**config.mk**
```make
export PLATFORM = sky130hd
export DESIGN_NAME = reg_file_mp
export DESIGN_NICKNAME = d
export VERILOG_FILES = /design/src/rtl/rf_pkg.sv /design/src/rtl/rf_read_port.sv /design/src/rtl/reg_file_mp.sv
export SDC_FILE = /design/constraint.sdc
export NUM_CORES = 2
export LEC_CHECK = 0
export CORE_MARGIN = 2
export CORE_UTILIZATION = 50
export CTS_BUF_LIST = sky130_fd_sc_hd__clkbuf_8
export DETAILED_ROUTE_END_ITERATION = 10
export HOLD_SLACK_MARGIN = 0.12
export PLACE_DENSITY = 0.64
export SETUP_SLACK_MARGIN = 0.5
export SLEW_MARGIN = 25
export SYNTH_ARGS = -nofsm -noshare
export SYNTH_HDL_FRONTEND = slang
export SYNTH_SLANG_ARGS = --single-unit
```
**constraint.sdc**
```tcl
create_clock -name clk -period 8.25 [get_ports clk]
set_clock_uncertainty 0.2 [all_clocks]
set_input_delay 1.2375 -clock clk [delete_from_list [all_inputs] [get_ports clk]]
set_output_delay 1.2375 -clock clk [all_outputs]
set_load 0.01 [all_outputs]
```
**src/rtl/rf_pkg.sv**
```systemverilog
// Shared definitions for the multi-port integer register file.
//   RF_XLEN / RF_NREGS / RF_AW : default geometry (32 x 32-bit, 5-bit addresses)
//   READ_LAT_COMB / READ_LAT_REG : encodings for the READ_LAT parameter
//   clog2 : ceiling log2, used to derive the address width from NREGS
package rf_pkg;
  localparam int RF_XLEN  = 32;
  localparam int RF_NREGS = 32;
  localparam int RF_AW    = 5;

  localparam int READ_LAT_COMB = 0;
  localparam int READ_LAT_REG  = 1;

  function automatic int clog2(input int n);
    int r;
    for (r = 0; (1 << r) < n; r++) begin
    end
    return r;
  endfunction
endpackage

```
**src/rtl/rf_read_port.sv**
```systemverilog
// One read port of reg_file_mp.
//   clk, rst_n : clock / async active-low reset (output register only)
//   clr        : synchronous clear in progress this cycle
//   wlive      : per write port, write will actually land this edge
//   wa, wd     : per write port address / data
//   regs       : current architectural register contents
//   raddr      : read address
//   rdata      : read data (combinational or registered per READ_LAT)
module rf_read_port import rf_pkg::*; #(
  parameter int XLEN     = RF_XLEN,
  parameter int NREGS    = RF_NREGS,
  parameter int AW       = RF_AW,
  parameter int NW       = 1,
  parameter int READ_LAT = READ_LAT_COMB,
  parameter int BYPASS   = 1,
  parameter int ZERO_R0  = 1
) (
  input  logic                             clk,
  input  logic                             rst_n,
  input  logic                             clr,
  input  logic [NW-1:0]                    wlive,
  input  logic [NW-1:0][AW-1:0]            wa,
  input  logic [NW-1:0][XLEN-1:0]          wd,
  input  logic [NREGS-1:0][XLEN-1:0]       regs,
  input  logic [AW-1:0]                    raddr,
  output logic [XLEN-1:0]                  rdata
);
  logic [XLEN-1:0] val;
  logic [XLEN-1:0] rdata_d, rdata_q;

  // With bypass the selected value equals the post-edge register contents,
  // so the same mux serves both the combinational read and the value the
  // registered read captures.
  always_comb begin
    val = regs[raddr];
    if (BYPASS != 0) begin
      if (clr) begin
        val = '0;
      end else begin
        // later ports overwrite earlier ones: highest matching port wins
        for (int k = 0; k < NW; k++) begin
          if (wlive[k] && (wa[k] == raddr)) val = wd[k];
        end
      end
    end
    if ((ZERO_R0 != 0) && (raddr == '0)) val = '0;
  end

  assign rdata_d = val;

  always_ff @(posedge clk or negedge rst_n) begin
    if (!rst_n) rdata_q <= '0;
    else        rdata_q <= rdata_d;
  end

  // In the combinational configuration the flop has no load and is trimmed.
  assign rdata = (READ_LAT == READ_LAT_REG) ? rdata_q : val;
endmodule

```
**src/rtl/reg_file_mp.sv**
```systemverilog
// Parametrised multi-port integer register file (flip-flop array).
//   clk, rst_n : clock / async active-low reset (clears all registers)
//   clr        : synchronous clear; overrides every write that cycle
//   we         : [NW] write enables
//   waddr      : [NW*AW] write addresses, port k at [k*AW +: AW]
//   wdata      : [NW*XLEN] write data, port k at [k*XLEN +: XLEN]
//   raddr      : [NR*AW] read addresses, port j at [j*AW +: AW]
//   rdata      : [NR*XLEN] read data, port j at [j*XLEN +: XLEN]
module reg_file_mp import rf_pkg::*; #(
  parameter int XLEN     = RF_XLEN,
  parameter int NREGS    = RF_NREGS,
  parameter int AW       = clog2(NREGS),
  parameter int NR       = 2,
  parameter int NW       = 1,
  parameter int READ_LAT = READ_LAT_COMB,
  parameter int BYPASS   = 1,
  parameter int ZERO_R0  = 1
) (
  input  logic                 clk,
  input  logic                 rst_n,
  input  logic                 clr,
  input  logic [NW-1:0]        we,
  input  logic [NW*AW-1:0]     waddr,
  input  logic [NW*XLEN-1:0]   wdata,
  input  logic [NR*AW-1:0]     raddr,
  output logic [NR*XLEN-1:0]   rdata
);
  logic [NW-1:0][AW-1:0]      wa;
  logic [NW-1:0][XLEN-1:0]    wd;
  logic [NW-1:0]              wlive;
  logic [NREGS-1:0][XLEN-1:0] regs_d, regs_q;

  // A write is live only if it will actually change state this edge.
  for (genvar k = 0; k < NW; k++) begin : g_wp
    assign wa[k]    = waddr[k*AW +: AW];
    assign wd[k]    = wdata[k*XLEN +: XLEN];
    assign wlive[k] = we[k] && !clr && !((ZERO_R0 != 0) && (wa[k] == '0));
  end

  always_comb begin
    regs_d = regs_q;
    if (clr) begin
      regs_d = '0;
    end else begin
      for (int k = 0; k < NW; k++) begin
        if (wlive[k]) regs_d[wa[k]] = wd[k];
      end
    end
  end

  always_ff @(posedge clk or negedge rst_n) begin
    if (!rst_n) regs_q <= '0;
    else        regs_q <= regs_d;
  end

  for (genvar j = 0; j < NR; j++) begin : g_rp
    rf_read_port #(
      .XLEN(XLEN), .NREGS(NREGS), .AW(AW), .NW(NW),
      .READ_LAT(READ_LAT), .BYPASS(BYPASS), .ZERO_R0(ZERO_R0)
    ) u_rp (
      .clk   (clk),
      .rst_n (rst_n),
      .clr   (clr),
      .wlive (wlive),
      .wa    (wa),
      .wd    (wd),
      .regs  (regs_q),
      .raddr (raddr[j*AW +: AW]),
      .rdata (rdata[j*XLEN +: XLEN])
    );
  end
endmodule
```
==> metrics <==
global-route wire length before repair=~310000 um; vertical die dimension=about 340 um; global routing usage summed across all routing layers=between 30% and 40%; run status=complete, no violations; total CTS buffers=about 180; part of the total power dissipated in the clock network=43.1%; maximum number of pins on one net before global-route repair=~220; Post-Syn Instances=between 5000 and 6000; clk_lat worst skew=approximately 0.9 ns; CTS root buffer=sky130_fd_sc_hd__clkbuf_8; layout cells sized above 1=17.35%; type of destination of the critical path=output pin; Gates resized, CTS repair=0; share of the synthesized area in the top cell type=44.86%; dominant synthesized flop cell=sky130_fd_sc_hd__dfrtp_1; commonest non-fill, non-tap cell in the layout=sky130_fd_sc_hd__nand2_1; antenna violations before repair=5; starting utilization of the core area=around 50%; synth top area cells=sky130_fd_sc_hd__dfrtp_1 45%, sky130_fd_sc_hd__mux4_2 20%, sky130_fd_sc_hd__nand2_1 14%; post-synth design cell area=about 57000 sq um; internal power consumption=between 7 and 8 mW; largest voltage drop on the vdd net=0.1122 mV; DP HPWL=roughly 120000 um; Largest regs=regs_q (1024); vias in the first global route=roughly 48000; placeable core region=113900 sq um; commonest non-fill, non-tap cells in the layout=2027 x sky130_fd_sc_hd__nand2_1, 1024 x sky130_fd_sc_hd__dfrtp_1, 1017 x sky130_fd_sc_hd__a21oi_1; Switching Fraction=between 20% and 30%; deepest clock path buffer count=3; via count=roughly 48000; total wire length after detailed routing=211100 um; mean number of vias per cell=between 6 and 7; Async SR Flop Fraction=between 90% and 100%; H-tree depth=4; Worst Setup Start Kind=input pin; area overhead of the layout relative to synthesis=10.03%; Post-CTS Setup Repair Bufs=0; # fillers=between 9000 and 10000; count of port buffers added during placement=~110; Post-layout nets=approximately 5700; residual DRC count=0; Data required, critical path=slightly below 7 ns; Synth area leader=sky130_fd_sc_hd__dfrtp_1; fin cells=about 7300; Post-Synthesis Net Count=around 5900; Total Die Area=117000 sq um; largest reg by FF count=regs_q; top fanout value on the critical path=16; Final TNS setup=0 ns; synthesized area divided by synthesized cell count=between 9 and 10 sq um; RSZ-0062 raised after global routing=false; maximum clock frequency=~0.15 GHz; count of final setup violators=0; number of hold-slack violations in the final timing report=0; sequential share of power=47.3%; Tcrit/Tclk final=79.98%; clock-pin transition on the worst setup and hold timing paths=about 0.06 ns; power per cell area=~170 nW/um^2; kind of critical path=input pin to output pin; minimum clock period=6.598 ns; count of TritonRoute iterations in the first routing pass=10; relative contribution of combinational cells to total power=9.6%; I/O pins=roughly 120; number of slew-limit violations in the final report=0; number of hold buffers added after cts=0; site row count=between 100 and 150; slew at the pin with the worst max-slew slack=approximately 1.2 ns; clk sink count=about 1000; number of flip-flops under the largest register name=roughly 1000; die width=~340 um; static power due to leakage=roughly 25 nW; final antenna-violating net count=0; Net Switching=slightly below 3 mW; share of the core filled with cells=a little under three fifths; Hold/Removal Path Class=input pin to async pin; CTS tree=done; YS warnings=0; worst path arrival time=between 5 and 6 ns; slew margin rel.=18.26%; Distinct cells, synth=37; placed cell count=~7000; portion of the post-synthesis area used by sequential elements=~45%; number of synthesized flops with an enable pin=0; number of flip-flops and latches in the synthesized netlist=1024; Iter 0 DRT Violations=6757; number of max-cap violations=0; global route overflow=0; placer congestion estimate=approximately 0.90; routed length per placed instance=just under 30 um
synth_stat cells (all sizes together) (38+ instances only):
cell type / count
a21oi: 1017
nor2: 38
nand2: 2058
mux2i: 89
dfrtp: 1024
mux4: 512
a211oi: 153
a22oi: 78
nor2b: 125
clkbuf: 523
buf: 117
a221o: 64
stage by stage:
| step | setup slack, ns | hold slack, ns | power, mW | cell area (sq um) |
|---|---|---|---|---|
| after CTS | 1.762 | 0.2209 | 10.75 | 62800 |
| after global placement | 1.828 | 0.2962 | 6.175 | 59310 |
| final | 1.652 | 0.2014 | 10.76 | 62860 |
| after floorplan | 3.672 | 0.2769 | 5.733 | 57120 |
| after detailed placement | 1.779 | 0.3066 | 6.182 | 59340 |
| after global routing | 1.622 | 0.2629 | 11.05 | 62850 |
layer usage:
layer  GRT usage, %  part of all wire (%)  wire, um  up-vias
met5              0                 0.025        52        -
met4          15.55                   4.4      9202        8
met3          11.90                    14     29170      598
met2          52.97                    44     92570     3261
met1          50.34                    38     80140    24350
li1               -                     -         -    20100
power groups by stage:
stage | combinational [mW] | sequential, mW | clock, mW
after floorplan | 0.568 | 5.17 | 0
after global placement | 1.00 | 5.17 | 0
after detailed placement | 1.01 | 5.17 | 0
after CTS | 1.01 | 5.08 | 4.66
after global routing | 1.08 | 5.09 | 4.89
final | 1.04 | 5.08 | 4.64
worst max-delay path, cell delays in order:
cell and delay, ns:
sky130_fd_sc_hd__clkdlybuf4s50_1 0.71, sky130_fd_sc_hd__or3_4 0.59, sky130_fd_sc_hd__o31ai_4 0.43, sky130_fd_sc_hd__o311ai_4 0.25, sky130_fd_sc_hd__buf_4 0.25, sky130_fd_sc_hd__buf_4 0.19
sky130_fd_sc_hd__a211oi_1 0.65, sky130_fd_sc_hd__a221o_1 0.28, sky130_fd_sc_hd__clkdlybuf4s50_1 0.56
layout make-up:
type | count | area, sq um | share of cell area, %
sequential | 1024 | 25620 | 40.77
antenna | 3 | 7.507 | 0.01194
multi-input combinational | 4177 | 29330 | 46.66
tap | 1512 | 1892 | 3.010
clock inverter | 88 | 446.7 | 0.7106
timing repair buffer | 272 | 2534 | 4.031
inverter | 2 | 7.507 | 0.01194
clock buffer | 219 | 3014 | 4.795
cells by family after synthesis:
logic type	count (synthesis)	synth area share [%]
and+or+nand+nor	2249	15.47
buffers and inverters	642	4.538
xor gates and xnor gates	10	0.1533
muxes	601	21.75
AOI/OAI and AO/OA	1317	13.23
DFF	1024	44.86
final timing paths:
check                            start           to  slack, ns  cells past startpoint
setup / recovery              waddr[4]    rdata[32]       1.65                      9
hold / removal                   rst_n  regs_q[121]       0.20                      1
setup reg to reg           regs_q[827]  regs_q[827]       7.31                      2
hold reg to reg              regs_q[9]    regs_q[9]       0.32                      1
max in group asynchronous        rst_n  regs_q[650]       5.75                      3
min in group clk             regs_q[9]    regs_q[9]       0.32                      1
No activity file was read; power rests on OpenSTA's default activity.
